--- src/rtl/video_stream_out.sv ---
// Pixel-stream-to-raster stage: buffers a valid/ready RGB stream in a small FIFO
// and replays it onto a free-running DVI raster once a start-of-frame beat lines up.
module video_stream_out #(
  parameter int   H_ACTIVE     = 640,
  parameter int   H_FRONT      = 16,
  parameter int   H_SYNC       = 96,
  parameter int   H_BACK       = 48,
  parameter int   V_ACTIVE     = 480,
  parameter int   V_FRONT      = 10,
  parameter int   V_SYNC       = 2,
  parameter int   V_BACK       = 33,
  parameter logic HSYNC_ACTIVE = 1'b0,
  parameter logic VSYNC_ACTIVE = 1'b0,
  parameter int   FIFO_DEPTH   = 16
) (
  input  logic        clock,
  input  logic        reset,
  input  logic        s_valid,
  output logic        s_ready,
  input  logic [23:0] s_data,
  input  logic        s_user,
  output logic        video_de,
  output logic        video_hsync,
  output logic        video_vsync,
  output logic [23:0] video_data,
  output logic        locked,
  output logic        underflow,
  output logic        sof_error
);

  localparam int H_TOTAL = H_ACTIVE + H_FRONT + H_SYNC + H_BACK;
  localparam int V_TOTAL = V_ACTIVE + V_FRONT + V_SYNC + V_BACK;
  localparam int HW = $clog2(H_TOTAL);
  localparam int VW = $clog2(V_TOTAL);
  localparam int AW = $clog2(FIFO_DEPTH);

  typedef enum logic [1:0] {IDLE, ARMED, RUN} state_t;

  state_t        state_q, state_d;
  logic [HW-1:0] hCnt_q, hCnt_d;
  logic [VW-1:0] vCnt_q, vCnt_d;
  logic [AW:0]   wrPtr_q, wrPtr_d, rdPtr_q, rdPtr_d;
  logic [24:0]   mem_q [FIFO_DEPTH];
  logic          de_q, hsync_q, vsync_q;
  logic [23:0]   data_q, data_d;
  logic          underflow_q, underflow_d, sofError_q, sofError_d;

  logic          hLast, vLast, active, hs, vs, atOrigin;
  logic          full, empty, accept, push, popOk, flush, fault;
  logic [AW:0]   fill;
  logic [AW-1:0] wrAddr;
  logic [24:0]   head;

  assign hLast    = (hCnt_q == HW'(H_TOTAL - 1));
  assign vLast    = (vCnt_q == VW'(V_TOTAL - 1));
  assign active   = (int'(hCnt_q) < H_ACTIVE) && (int'(vCnt_q) < V_ACTIVE);
  assign hs       = (int'(hCnt_q) >= H_ACTIVE + H_FRONT) && (int'(hCnt_q) < H_ACTIVE + H_FRONT + H_SYNC);
  assign vs       = (int'(vCnt_q) >= V_ACTIVE + V_FRONT) && (int'(vCnt_q) < V_ACTIVE + V_FRONT + V_SYNC);
  assign atOrigin = (hCnt_q == '0) && (vCnt_q == '0);

  assign fill   = wrPtr_q - rdPtr_q;
  assign full   = (fill == (AW+1)'(FIFO_DEPTH));
  assign empty  = (wrPtr_q == rdPtr_q);
  assign head   = mem_q[rdPtr_q[AW-1:0]];
  assign s_ready = (state_q == IDLE) || !full;
  assign accept = s_valid && s_ready;

  assign hCnt_d = hLast ? '0 : hCnt_q + 1'b1;
  assign vCnt_d = hLast ? (vLast ? '0 : vCnt_q + 1'b1) : vCnt_q;

  always_comb begin
    state_d     = state_q;
    push        = 1'b0;
    popOk       = 1'b0;
    flush       = 1'b0;
    fault       = 1'b0;
    underflow_d = underflow_q;
    sofError_d  = sofError_q;
    case (state_q)
      IDLE: begin
        flush = 1'b1;
        if (accept && s_user) begin
          push    = 1'b1;
          state_d = ARMED;
        end
      end
      ARMED: begin
        push = accept;
        if (hLast && vLast) state_d = RUN;
      end
      RUN: begin
        push = accept;
        if (active) begin
          if (empty) begin
            fault       = 1'b1;
            underflow_d = 1'b1;
          end else if (head[24] != atOrigin) begin
            fault      = 1'b1;
            sofError_d = 1'b1;
          end else begin
            popOk = 1'b1;
          end
        end
        // A fault drops back to IDLE, so the beat accepted now follows IDLE rules.
        if (fault) begin
          flush   = 1'b1;
          push    = accept && s_user;
          state_d = push ? ARMED : IDLE;
        end
      end
      default: state_d = IDLE;
    endcase
    if (flush) begin
      wrPtr_d = push ? (AW+1)'(1) : '0;
      rdPtr_d = '0;
    end else begin
      wrPtr_d = wrPtr_q + {{AW{1'b0}}, push};
      rdPtr_d = rdPtr_q + {{AW{1'b0}}, popOk};
    end
    wrAddr = flush ? '0 : wrPtr_q[AW-1:0];
    data_d = popOk ? head[23:0] : 24'h0;
  end

  always_ff @(posedge clock or posedge reset) begin
    if (reset) begin
      state_q     <= IDLE;
      hCnt_q      <= '0;
      vCnt_q      <= '0;
      wrPtr_q     <= '0;
      rdPtr_q     <= '0;
      de_q        <= 1'b0;
      hsync_q     <= ~HSYNC_ACTIVE;
      vsync_q     <= ~VSYNC_ACTIVE;
      data_q      <= 24'h0;
      underflow_q <= 1'b0;
      sofError_q  <= 1'b0;
    end else begin
      state_q     <= state_d;
      hCnt_q      <= hCnt_d;
      vCnt_q      <= vCnt_d;
      wrPtr_q     <= wrPtr_d;
      rdPtr_q     <= rdPtr_d;
      de_q        <= active;
      hsync_q     <= hs ? HSYNC_ACTIVE : ~HSYNC_ACTIVE;
      vsync_q     <= vs ? VSYNC_ACTIVE : ~VSYNC_ACTIVE;
      data_q      <= data_d;
      underflow_q <= underflow_d;
      sofError_q  <= sofError_d;
    end
  end

  // Storage needs no reset; the pointers define what is valid.
  always_ff @(posedge clock) begin
    if (push) mem_q[wrAddr] <= {s_user, s_data};
  end

  assign video_de    = de_q;
  assign video_hsync = hsync_q;
  assign video_vsync = vsync_q;
  assign video_data  = data_q;
  assign locked      = (state_q == RUN);
  assign underflow   = underflow_q;
  assign sof_error   = sofError_q;

endmodule

--- config.mk ---
export PLATFORM = sky130hd
export DESIGN_NAME = video_stream_out
export DESIGN_NICKNAME = d
export VERILOG_FILES = /design/src/rtl/video_stream_out.sv
export SDC_FILE = /design/constraint.sdc
export NUM_CORES = 1
export LEC_CHECK = 0
export BUFFER_PORTS_ARGS = -buffer_cell sky130_fd_sc_hd__buf_2
export CORE_MARGIN = 4
export CORE_UTILIZATION = 59
export DETAILED_ROUTE_END_ITERATION = 16
export PLACE_DENSITY_LB_ADDON = 0.08
export SYNTH_ARGS = -nofsm -noshare
export SYNTH_HDL_FRONTEND = slang
export SYNTH_SLANG_ARGS = --single-unit
--- constraint.sdc ---
create_clock -name clock -period 9 [get_ports clock]
set_clock_uncertainty 0.2 [all_clocks]
set_input_delay 1.35 -clock clock [delete_from_list [all_inputs] [get_ports clock]]
set_output_delay 1.35 -clock clock [all_outputs]
set_load 0.02 [all_outputs]
== Word-level counts from Yosys, hierarchy flattened ==
Memories as Yosys holds them, arrays and structs flattened.
Cells that the tools add are included.

* Register bits after elaboration: 61
* Bits in latches: 0
* RAM bits: 400
* Bits in read-only memories: 0
* Input port bits: 28
* Word-level logic and storage cells: 78
* Memories: 1

{| class="wikitable"
|+ Memories
! memory !! depth !! width !! rd ports !! clocked after Yosys merged registers in !! wr ports !! line !! text
|-
| mem_q || 16 || 25 || 1 || 0 || 1 || 43 || <nowiki>logic [24:0] mem_q [FIFO_DEPTH];</nowiki>
|}

* $add $sub $neg: 5
* Multipliers: 0
* Div/mod/pow operators: 0
* Order comparisons: 6
* Equality and inequality tests: 10
* Shift-type cells: 0
* Mux-type cells: 29
* Bitwise operators: 1
* Reductions and logical operators: 15

{| class="wikitable"
|+ Operators by type and width
! kind !! count
|-
| two-way mux 24 bit || 1
|-
| adder 10 x 1 -> 10 bit (second input constant) || 2
|-
| == test 10 bit (second input constant) || 2
|-
| logical NOT 10 bit || 2
|-
| less-than comparator 10 bit (second input constant) || 2
|-
| less-than comparator 10 x 9 -> 1 bit (second input constant) || 2
|-
| two-way mux 10 bit || 2
|-
| two-way mux 1 bit || 17
|-
| adder 5 x 1 -> 5 bit || 2
|-
| >= comparator 10 bit (second input constant) || 1
|-
| >= comparator 10 x 9 -> 1 bit (second input constant) || 1
|-
| two-way mux 5 bit || 2
|-
| logical AND 1 bit || 7
|-
| two-way mux 2 bit || 3
|-
| case mux 2 bit (3 select lines) || 1
|-
| AND reduction 3 bit || 2
|-
| == test 5 bit || 1
|-
| == test 5 bit (second input constant) || 1
|-
| subtractor 5 bit || 1
|-
| two-way mux 4 bit || 1
|-
| inequality test 2 x 1 -> 1 bit (second input constant) || 2
|-
| AND reduction 4 bit || 1
|-
| case mux 1 bit (3 select lines) || 1
|-
| == test 2 x 1 -> 1 bit (second input constant) || 1
|-
| 8 further kinds || 8
|}

== Longest topological paths before layout ==
Gate-level depths: netlist of the first run.

* Word-level depth: 11
* Mapped depth: 17

== Least setup slack after synthesis of the first run ==
OpenSTA, ideal clock, no wires.

* Path kind: register to register
* From: register rdPtr_q[1]
* To: memory mem_q[10][0], enable pin
* Arrival: 5.752 ns
* Required time: 8.330 ns
* Setup slack: 2.578 ns
* Stages on the path, launching flop included: 13
* Clock period less this slack: 6.422 ns
* Path through: dfrtp_1 clkbuf_1 clkbuf_1 buf_1 inv_1 ha_1 nor2b_1 o21a_1 o211a_1 o21ai_1 o211ai_1 clkbuf_1 nor4_1

* Longest elaborated chain between the ends: 10

{| class="wikitable"
|+ RTL lines
! element !! line !! text
|-
| from (decl) || 42 || <nowiki>logic [AW:0] wrPtr_q, wrPtr_d, rdPtr_q, rdPtr_d;</nowiki>
|-
| from (signal assigned) || 142 || <nowiki>rdPtr_q <= rdPtr_d;</nowiki>
|-
| subtractor 5 bit * || 61 || <nowiki>assign fill = wrPtr_q - rdPtr_q;</nowiki>
|-
| == test 5 bit * || 62 || <nowiki>assign full = (fill == (AW+1)'(FIFO_DEPTH));</nowiki>
|-
| logical NOT 1 bit * || 65 || <nowiki>assign s_ready = (state_q == IDLE) || !full;</nowiki>
|-
| logical OR 1 bit * || 65 ||
|-
| named net s_ready || 19 || <nowiki>output logic s_ready,</nowiki>
|-
| logical AND 1 bit * || 66 || <nowiki>assign accept = s_valid && s_ready;</nowiki>
|-
| logical AND 1 bit || 82, 107 ||
|-
| two-way mux 1 bit, on equally long branches || 105, 82 ||
|-
| case mux 1 bit (3 select lines) * || 79 || <nowiki>case (state_q)</nowiki>
|-
| two-way mux 1 bit * || 154 || <nowiki>if (push) mem_q[wrAddr] <= {s_user, s_data};</nowiki>
|-
| two-way mux 1 bit (not written as such) * || 154 ||
|-
| to (decl) || 43 ||
|}

Mark *: on every way through the listed nets, which the timed path passes. The rest lies on a longest branch. The select of a mux whose other input is x is not followed.

== Worst setup path in the final report of the first run ==
* From: register rdPtr_q[2]
* To: output s_ready

* Longest elaborated chain between the ends: 4

{| class="wikitable"
|+ RTL lines
! element !! line
|-
| subtractor 5 bit || 61
|-
| == test 5 bit || 62
|-
| logical NOT 1 bit || 65
|-
| logical OR 1 bit || 65
|-
| to (decl) || 19
|}

Every way passes these cells.

==> impl_metrics.csv, run 1 <==
group,metric,value,unit
outcome,status,"finished, final reports clean",
synth,syn_area,17900,um2
synth,synth-edff-count,400,
sta,worst_pin_slew,1260,ps
sta,finalCritPeriodShare,51.7,%
routing,wire_per_inst,25.7,um
sta,relSlewSlack,16.1,%
pwr,clock_power_share,37.2,%
sta,drv_slew,0,
final_layout,final_common_cell,"edfxtp_1",
die,fp.dieH,182,um
global_routing,grt_overflow_total,0,
worst_setup_path,required,7450,ps
worst_setup_path,worst_path_max_delay_cell,"inv_2",
global_routing,first_global_vias,8894,
synth,yosysUniqueCellTypes,46,
routing,dr_total_vias,8552,
routing,dr.pass1.iters,5,
sta,setup_viol,0,
routing,ant_nets,0,
worst_setup_path,cp-end-kind,"primary output",
clock_network,hold_buffers,0,
worst_setup_path,cp_cell_sequence,"inv_2, ha_1, o21a_1, o211a_1, o21ai_1, buf_2",
clock_network,cts_tree,"built",
clock_network,clock-sinks,461,
die,dieWidth,182,um
synth,syn_nets,889,
die,start_util,60.1,%
clock_network,root_buffer,"clkbuf_16",
job,drv_cap,0,
synth,synth_area_leaders,"edfxtp_1 (67%), mux4_2 (16%), dfrtp_1 (8.2%), nor2b_1 (1.1%), ha_1 (0.84%)",
place,gp_congestion,0.801,
worst_setup_path,cpPeakStageDelay,780,ps
sta,hold_slack,276,ps
global_routing,grt_max_degree,74,
place,dp_hpwl,19000,um
sta,period_needed,4650,ps
sta,tns,0,ps
synth,yosys_warnings,0,
routing,drt-total-wl,35200,um
synth,ys_ff_latch,461,
pwr,p_sw,0.00108,W
final_layout,utilization,68.0,%
pwr,combPwrFrac,8.4,%
final_layout,layout.nets,984,
routing,drc,0,
worst_setup_path,crit_path_start_kind,"flip-flop",
final_layout,final_cell_mix,"edfxtp_1 (400), mux4_2 (124), buf_2 (58)",
min_path,hold_path.class,"flip-flop to flip-flop",
synth,yosys.area.top_type,"edfxtp_1",
worst_setup_path,crit_type,"flip-flop to primary output",
clock_network,cts-resized-gates,0,
final_layout,drive_above_1_share,30.1,%
worst_setup_path,critPathMaxFanout,27,
synth,async_flop_share,13.2,%
die,io_pins,59,
final_layout,antenna_cells,0,
die,core_area,29800,um2
synth,synth_top_area_share,67.1,%
routing,drtIter0Drc,816,
place,dpl_cell_area,18900,um2
pwr,power_leakage,6.73,nW
clock_network,postCtsSetupBuffers,0,
clock_network,worstSkewPairLatency,530,ps
place,io_buffer_count,58,
synth,synth_cells,849,
clock_network,cts_buffers,45,
synth,synth_ff_type,"edfxtp_1",
final_layout,finish.instance_area,20300,um2
sta,rsz0062_at_grt,"false",
pwr,pwr_density_cell,235,nW/um2
routing,vias_per_cell,6.24,
pwr,internal_power,0.00368,W
die,die_area,33200,um2
clock_network,clk_pin_slew,60,ps
synth,yosysSeqAreaShare,75.6,%
die,rows,63,
pwr,peakVddDrop,0.196,mV
global_routing,grtUsageTotal,21.9,%
sta,fmax,0.215,GHz
final_layout,syn_to_final_growth,13.1,%
sta,hold_violations,0,
clock_network,clockBufferDepth,3,
clock_network,htree_levels,2,
global_routing,grt_antenna_before_repair,0,
worst_setup_path,cp.arrival,3100,ps
pwr,netSwitchingFraction,22.6,%
global_routing,grt_pass1_wl,54700,um
synth,syn_avg_cell_area,21.1,um2
pwr,p_seq_share,54.4,%
[per-layer routing]
layer	global-route usage [%]	share of wire, %	vias up
met4	5.67	2.4	0
li1	-	-	3674
met1	32.1	42	4503
met3	3.65	5.8	62
met5	0	0	-
met2	35.4	50	313
[cell usage after synthesis, drive strengths merged (4+ instances only)]
master and instances:
a21oi 4, and3 4, buf 14, clkbuf 22, dfrtp 59, edfxtp 400, ha 12, inv 16
mux2i 4, mux4 124, nand2 22, nand2b 7, nand3 13, nand4 6, nor2 23, nor2b 31
nor3 6, nor4 18, o21ai 10, or3 6, xnor2 12, xor2 10
[power by group through the flow]
stage          Sequential (W)  Clock (W)  Combinational (W)
5_1_grt               0.00260    0.00191           0.000434
3_3_place_gp          0.00262          0           0.000386
2_1_floorplan         0.00262          0           0.000225
4_1_cts               0.00259    0.00181           0.000405
6_report              0.00259    0.00177           0.000400
3_5_place_dp          0.00263          0           0.000403
[stage by stage]
stage	setup WS (ps)	cells	total power (W)
floorplan	2580	849	0.00285
global placement	4410	1287	0.00301
CTS	4310	1371	0.00480
global route	4130	1371	0.00494
finish	4350	1371	0.00476
detailed placement	4370	1287	0.00303
[state kept, by name, indices dropped and copies added, names as in the netlist, 2 cells and up]
| signal | count |
|---|---|
| hCnt_q | 10 |
| mem_q | 400 |
| rdPtr_q | 5 |
| state_q | 2 |
| vCnt_q | 10 |
| video_data | 24 |
| wrPtr_q | 5 |
[kinds of logic after synthesis]
family                     Yosys count  share of synthesized area [%]
and+or+nand+nor                    144                           4.43
AOI/OAI and AO/OA                   29                           1.02
muxes                              129                           15.9
buffers and inverters               52                           1.13
xor gates and xnor gates            22                           1.08
DFF                                461                           75.6
adders and majority gates           12                          0.838
[cell type report]
class	instances	area [um2]
flip-flops and latches	461	13500
repair buffers	84	485
clock inverters	24	168
well taps	390	488
fillers	1879	9540
clock buffers	60	1230
multi-input cells	336	4280
inverters	16	60.1
[final timing paths]
path | from | endpoint | slack [ps] | cells after the start
worst max-delay path | rdPtr_q[2] | s_ready | 4350 | 6
worst min-delay path | sof_error | sof_error | 280 | 1
worst max register to register | rdPtr_q[2] | mem_q[0][8] | 4400 | 8
worst min register to register | sof_error | sof_error | 280 | 1
max in group asynchronous | reset | rdPtr_q[0] | 7020 | 3
min in group asynchronous | reset | video_data[7] | 880 | 3
[worst max-delay path, delay by kind of cell (launching register included)]
family / cells / cell delay, ps
buffers and inverters: 2 / 1030
AO/OA/AOI/OAI: 3 / 690
adder cells (fa/ha/maj): 1 / 430
flip-flops: 1 / 420
No activity file was read; power rests on OpenSTA's default activity.
==> inputs of run 2 (changes only) <==
--- a/config.mk
+++ b/config.mk
@@ -5,9 +5,10 @@
 export SDC_FILE = /design/constraint.sdc
 export NUM_CORES = 1
 export LEC_CHECK = 0
+export ABC_AREA = 1
 export BUFFER_PORTS_ARGS = -buffer_cell sky130_fd_sc_hd__buf_2
 export CORE_MARGIN = 4
-export CORE_UTILIZATION = 59
+export CORE_UTILIZATION = 56
 export DETAILED_ROUTE_END_ITERATION = 16
 export PLACE_DENSITY_LB_ADDON = 0.08
 export SYNTH_ARGS = -nofsm -noshare
==> constraint.sdc (replaced) <==
create_clock -name clock -period 4 [get_ports clock]
set_clock_uncertainty 0.2 [all_clocks]
set_input_delay 0.6 -clock clock [delete_from_list [all_inputs] [get_ports clock]]
set_output_delay 0.6 -clock clock [all_outputs]
set_load 0.02 [all_outputs]
==> run 2 against run 1 <==
Register-to-register slack worse by 3900 ps; cell area up 3.1%; sequential cell count stayed put; highest routed layer is now met5; sequential power is 120% higher; worst hold slack got worse by 15 ps.
==> impl_metrics.csv, run 2 <==
group,metric,value,unit
worst_setup_path,worst_path_max_delay_cell,"buf_4",
place,dpl_cell_area,19400,um2
sta,rsz0062_at_grt,"false",
clock_network,worstSkewPairLatency,550,ps
synth,synth_cells,1425,
synth,syn_avg_cell_area,12.9,um2
final_layout,finish.instance_area,20900,um2
worst_setup_path,critPathMaxFanout,79,
synth,yosysSeqAreaShare,73.6,%
die,core_area,32500,um2
routing,dr.pass1.iters,5,
place,dp_hpwl,27000,um
synth,ys_ff_latch,461,
worst_setup_path,cp.arrival,3730,ps
sta,setup_slack,520,ps
clock_network,cts_buffers,47,
final_layout,final_cell_mix,"edfxtp_1 (400), nand2_1 (312), a21oi_1 (174)",
global_routing,first_global_vias,11300,
final_layout,largest_reg_flops,400,
final_layout,final_common_cell,"edfxtp_1",
worst_setup_path,crit_type,"flip-flop to flip-flop",
routing,ant_nets,0,
clock_network,cts_tree,"built",
synth,async_flop_share,13.2,%
sta,worst_pin_slew,909,ps
routing,dr_total_vias,11800,
die,start_util,56.7,%
final_layout,max_flop_register,"mem_q",
place,io_buffer_count,58,
worst_setup_path,cp_cell_sequence,"inv_6, buf_4, buf_4, nand2_1, a22oi_1, o21ai_0, a211oi_2",
place,place_ws,604,ps
die,rows,66,
synth,syn_area,18400,um2
routing,drc,0,
die,die_area,35800,um2
sta,drv_slew,0,
global_routing,grt_overflow_total,0,
min_path,hold_path.class,"input port to flip-flop",
pwr,peakVddDrop,0.418,mV
synth,syn_nets,1465,
job,drv_cap,0,
synth,yosys_warnings,0,
die,fp.dieH,189,um
worst_setup_path,cp_common_cell,"buf_4",
final_layout,layout.nets,1538,
pwr,pwr_density_cell,522,nW/um2
clock_network,clk_pin_slew,60,ps
sta,hold_violations,0,
routing,vias_per_cell,5.95,
synth,synth_area_leaders,"edfxtp_1 (65%), dfrtp_1 (8.0%), nand2_1 (6.4%), a21oi_1 (4.7%), a211oi_1 (1.6%)",
routing,drtIter0Drc,1019,
worst_setup_path,cp-end-kind,"flip-flop",
sta,fmax,0.287,GHz
die,dieWidth,189,um
sta,relSlewSlack,39.4,%
synth,yosys.area.top_type,"edfxtp_1",
final_layout,syn_to_final_growth,13.6,%
clock_network,cts-resized-gates,0,
global_routing,grt_max_degree,81,
global_routing,grt_antenna_before_repair,1,
global_routing,grt_pass1_wl,68500,um
synth,synth_most_common_cell,"edfxtp_1",
sta,tns,0,ps
routing,wire_per_inst,22.4,um
clock_network,clock-sinks,461,
synth,synth_ff_type,"edfxtp_1",
final_layout,drive_above_1_share,14.3,%
worst_setup_path,cpPeakStageDelay,700,ps
synth,synthTopCellsByCount,"edfxtp_1 (400), nand2_1 (312), a21oi_1 (174)",
synth,yosysUniqueCellTypes,40,
place,gp_congestion,0.852,
final_layout,antenna_cells,0,
synth,synth_top_area_share,65.3,%
clock_network,root_buffer,"clkbuf_16",
sta,finalCritPeriodShare,87.0,%
worst_setup_path,required,4250,ps
sta,setup_viol,0,
pwr,finalPower,0.0109,W
sta,period_needed,3480,ps
outcome,status,"finished, final reports clean",
synth,synth-edff-count,400,
worst_setup_path,crit_path_start_kind,"flip-flop",
routing,drt-total-wl,44400,um
pwr,power_leakage,7.77,nW
die,io_pins,59,
global_routing,grtUsageTotal,24.8,%
clock_network,htree_levels,2,
clock_network,clockBufferDepth,3,
sta,hold_slack,261,ps
run 2: area by class of cell:
cell class                      instances  area [um2]
Clock inverter                         26         190
Inverter                               52         203
Clock buffer                           60        1280
Multi-Input combinational cell        827        4420
Tap cell                              442         553
Sequential cell                       461       13500
Fill cell                            2451       11600
Timing Repair Buffer                  109         713
run 2: path summary, 6_finish.rpt:
path	from	end	slack, ps	depth (start not counted)
max in group asynchronous	reset	video_vsync	2310	4
hold / removal	s_data[21]	mem_q[6][21]	260	1
setup reg to reg	rdPtr_q[0]	video_data[16]	520	7
hold reg to reg	sof_error	sof_error	280	1
setup / recovery	rdPtr_q[0]	video_data[16]	520	7
min in group asynchronous	reset	wrPtr_q[2]	540	3
run 2: metal layers:
metal	track usage, %	vias up	share of wire (%)
met5	0	-	0.016
met2	37.6	451	45
met1	39.1	5855	46
met4	5.18	2	1.7
li1	-	5400	-
met3	3.83	61	7.3
run 2: worst max-delay path: cells and delay by family, from the launching register on:
family | cells | cell delay (ps)
simple gates | 1 | 100
flops | 1 | 660
buf+inv | 3 | 1440
compound gates | 3 | 930
run 2: kinds of logic after synthesis:
family	synth area share, %
buf+inv	3.01
fa+ha+maj	0.816
simple gates	10.3
flops	73.6
xor+xnor	0.429
compound gates	11.8
run 2: through the flow:
step / instances / util, %
after floorplan: 1425 / -
after global placement: 1890 / 59.8
after detailed placement: 1890 / 59.8
after CTS: 1977 / 64.4
after global routing: 1977 / 64.4
final: 1977 / 64.4
run 2: what timing repair did:
| action | CTS | global route |
|---|---|---|
| hold buffers | 1 | 0 |
| setup buffers | 0 | 0 |
| hold endpoints to repair | 19 | 0 |
run 2: power by group:
part / switching, W / internal, W / total, W
Clock: 0.00177 / 0.00239 / 0.00415
Combinational: 0.000682 / 0.000250 / 0.000931
Sequential: 0.000132 / 0.00569 / 0.00582
==> inputs of run 3 (changes only) <==
--- a/config.mk
+++ b/config.mk
@@ -10,6 +10,7 @@
 export CORE_MARGIN = 4
 export CORE_UTILIZATION = 56
 export DETAILED_ROUTE_END_ITERATION = 16
+export MAX_ROUTING_LAYER = met4
 export PLACE_DENSITY_LB_ADDON = 0.08
 export SYNTH_ARGS = -nofsm -noshare
 export SYNTH_HDL_FRONTEND = slang
==> constraint.sdc (replaced) <==
create_clock -name clock -period 4 [get_ports clock]
set_clock_uncertainty 0.2 [all_clocks]
set_input_delay 0.6 -clock clock [delete_from_list [all_inputs] [get_ports clock]]
set_output_delay 0.6 -clock clock [all_outputs]
set_load 0.005 [all_outputs]
==> run 3 against run 2 <==
Core utilization up 0.25 points; critical path depth up 8; setup slack better by 5.1 ps; sequential power about the same; combinational power up 0.4%; cell area up 0.39%; worst hold slack worse by 12 ps; register-to-register slack about the same; global-route usage up 0.64 points; die area unchanged; largest cell class unchanged.
==> impl_metrics.csv, run 3 (same netlist as run 2, synthesis figures left out) <==
group,metric,value,unit
clock_network,worstSkewPairLatency,560,ps
sta,rsz0062_at_grt,"false",
pwr,p_sw,0.00254,W
final_layout,largest_reg_flops,400,
die,fp.dieH,189,um
die,dieWidth,189,um
sta,relSlewSlack,24.8,%
final_layout,final_cell_mix,"edfxtp_1 (400), nand2_1 (312), a21oi_1 (174)",
global_routing,first_global_vias,11500,
die,core_area,32500,um2
clock_network,cts-resized-gates,0,
die,die_area,35800,um2
global_routing,grt_antenna_before_repair,0,
routing,ant_nets,0,
clock_network,postCtsSetupBuffers,0,
global_routing,grt_max_degree,130,
pwr,combPwrFrac,8.5,%
clock_network,clk_pin_slew,60,ps
global_routing,grt_pass1_wl,67800,um
die,rows,66,
final_layout,drive_above_1_share,13.6,%
sta,setup_viol,0,
pwr,power_leakage,7.76,nW
place,place_ws,532,ps
pwr,clock_power_share,38.9,%
global_routing,grtUsageTotal,25.5,%
job,drv_cap,0,
routing,vias_per_cell,5.94,
worst_setup_path,crit_path_start_kind,"flip-flop",
clock_network,htree_levels,2,
sta,fmax,0.288,GHz
worst_setup_path,crit_type,"flip-flop to flip-flop",
pwr,internal_power,0.00850,W
final_layout,max_flop_register,"mem_q",
sta,drv_slew,0,
sta,hold_violations,0,
routing,drtIter0Drc,1110,
outcome,status,"finished, final reports clean",
pwr,pwr_density_cell,527,nW/um2
sta,setup_slack,525,ps
place,io_buffer_count,58,
clock_network,clock-sinks,461,
sta,finalCritPeriodShare,86.9,%
final_layout,syn_to_final_growth,14.1,%
clock_network,clockBufferDepth,3,
routing,dr_total_vias,11700,
clock_network,root_buffer,"clkbuf_16",
place,gp_congestion,0.862,
global_routing,grt_overflow_total,0,
sta,hold_slack,249,ps
routing,dr.pass1.iters,6,
pwr,finalPower,0.0110,W
die,io_pins,59,
die,start_util,56.7,%
final_layout,antenna_cells,0,
routing,drc,0,
routing,drt-total-wl,44000,um
min_path,hold_path.class,"input port to flip-flop",
clock_network,cts_tree,"built",
worst_setup_path,cp.arrival,3500,ps
final_layout,utilization,64.6,%
pwr,netSwitchingFraction,23.0,%
place,dp_hpwl,26300,um
worst_setup_path,critPathMaxFanout,29,
sta,worst_pin_slew,1130,ps
clock_network,cts_buffers,47,
final_layout,layout.nets,1532,
worst_setup_path,cp-end-kind,"flip-flop",
pwr,peakVddDrop,0.426,mV
pwr,p_seq_share,52.7,%
worst_setup_path,required,4020,ps
final_layout,final_common_cell,"edfxtp_1",
sta,tns,0,ps
sta,period_needed,3480,ps
routing,wire_per_inst,22.3,um
## run 3: cell count changes in the layout (fill, tap and decap cells not counted), moves of 2 or more
cell       before  now
bufinv_16       2    5
buf_4          47   35
clkinv_2       11    6
clkbuf_1        9   16
clkbuf_8        3    1
buf_12          3    9
## run 3: final timing paths
kind / start / end / slack, ps / depth (start not counted)
max reg2reg: rdPtr_q[1] / mem_q[1][11] / 520 / 15
max in group asynchronous: reset / video_vsync / 2750 / 4
max: rdPtr_q[1] / mem_q[1][11] / 520 / 15
min: s_data[4] / mem_q[6][4] / 250 / 1
min reg2reg: hCnt_q[0] / hCnt_q[0] / 270 / 1
min in group asynchronous: reset / sof_error / 480 / 4
## run 3: critical path, stage by stage (launching register included)
cell and delay (ps):
dfrtp_2 580, inv_4 110, buf_4 340, nand3_1 130
nand3_1 100, nand3_1 150, nand2_1 130, nand2_2 80
nand3_4 100, nand3_4 100, nand2_4 160, inv_2 100
nand2_1 90, nand2_1 260, nor2_4 200, buf_4 310
## run 3: repair_timing
action / in CTS / in global routing
endpoints found under the hold margin: 59 / 0
setup endpoints to repair: 0 / 0
hold buffers: 1 / 0
## run 3: cell type report
| cell class | count | area [um2] |
|---|---|---|
| inverters | 52 | 203 |
| flip-flops and latches | 461 | 13500 |
| clock buffers | 65 | 1270 |
| fillers | 2461 | 11500 |
| repair buffers | 103 | 743 |
| multi-input cells | 827 | 4420 |
| well taps | 442 | 553 |
| clock inverters | 23 | 243 |
## run 3: through the flow
stage	instance area [um2]	cells
detailed placement	19400	1884
global placement	19400	1884
floorplan	18400	1425
global route	21000	1973
CTS	21000	1973
finish	21000	1973
## run 3: per-layer routing
metal  vias up  track usage [%]  wire length, um  part of all wire, %
met5         -                -                0                    0
li1       5393                -                -                    -
met4         0             4.51              573                  1.3
met2       427             38.4            20400                   46
met3        57             3.96             3160                  7.2
met1      5852             38.2            19800                   45
## run 3: power by group through the flow
stage,clock [W],combinational (W),sequential (W)
floorplan,0,0.000464,0.00588
global placement,0,0.000922,0.00591
detailed placement,0,0.000941,0.00591
CTS,0.00437,0.000945,0.00582
global route,0.00457,0.00103,0.00585
finish,0.00429,0.000935,0.00582
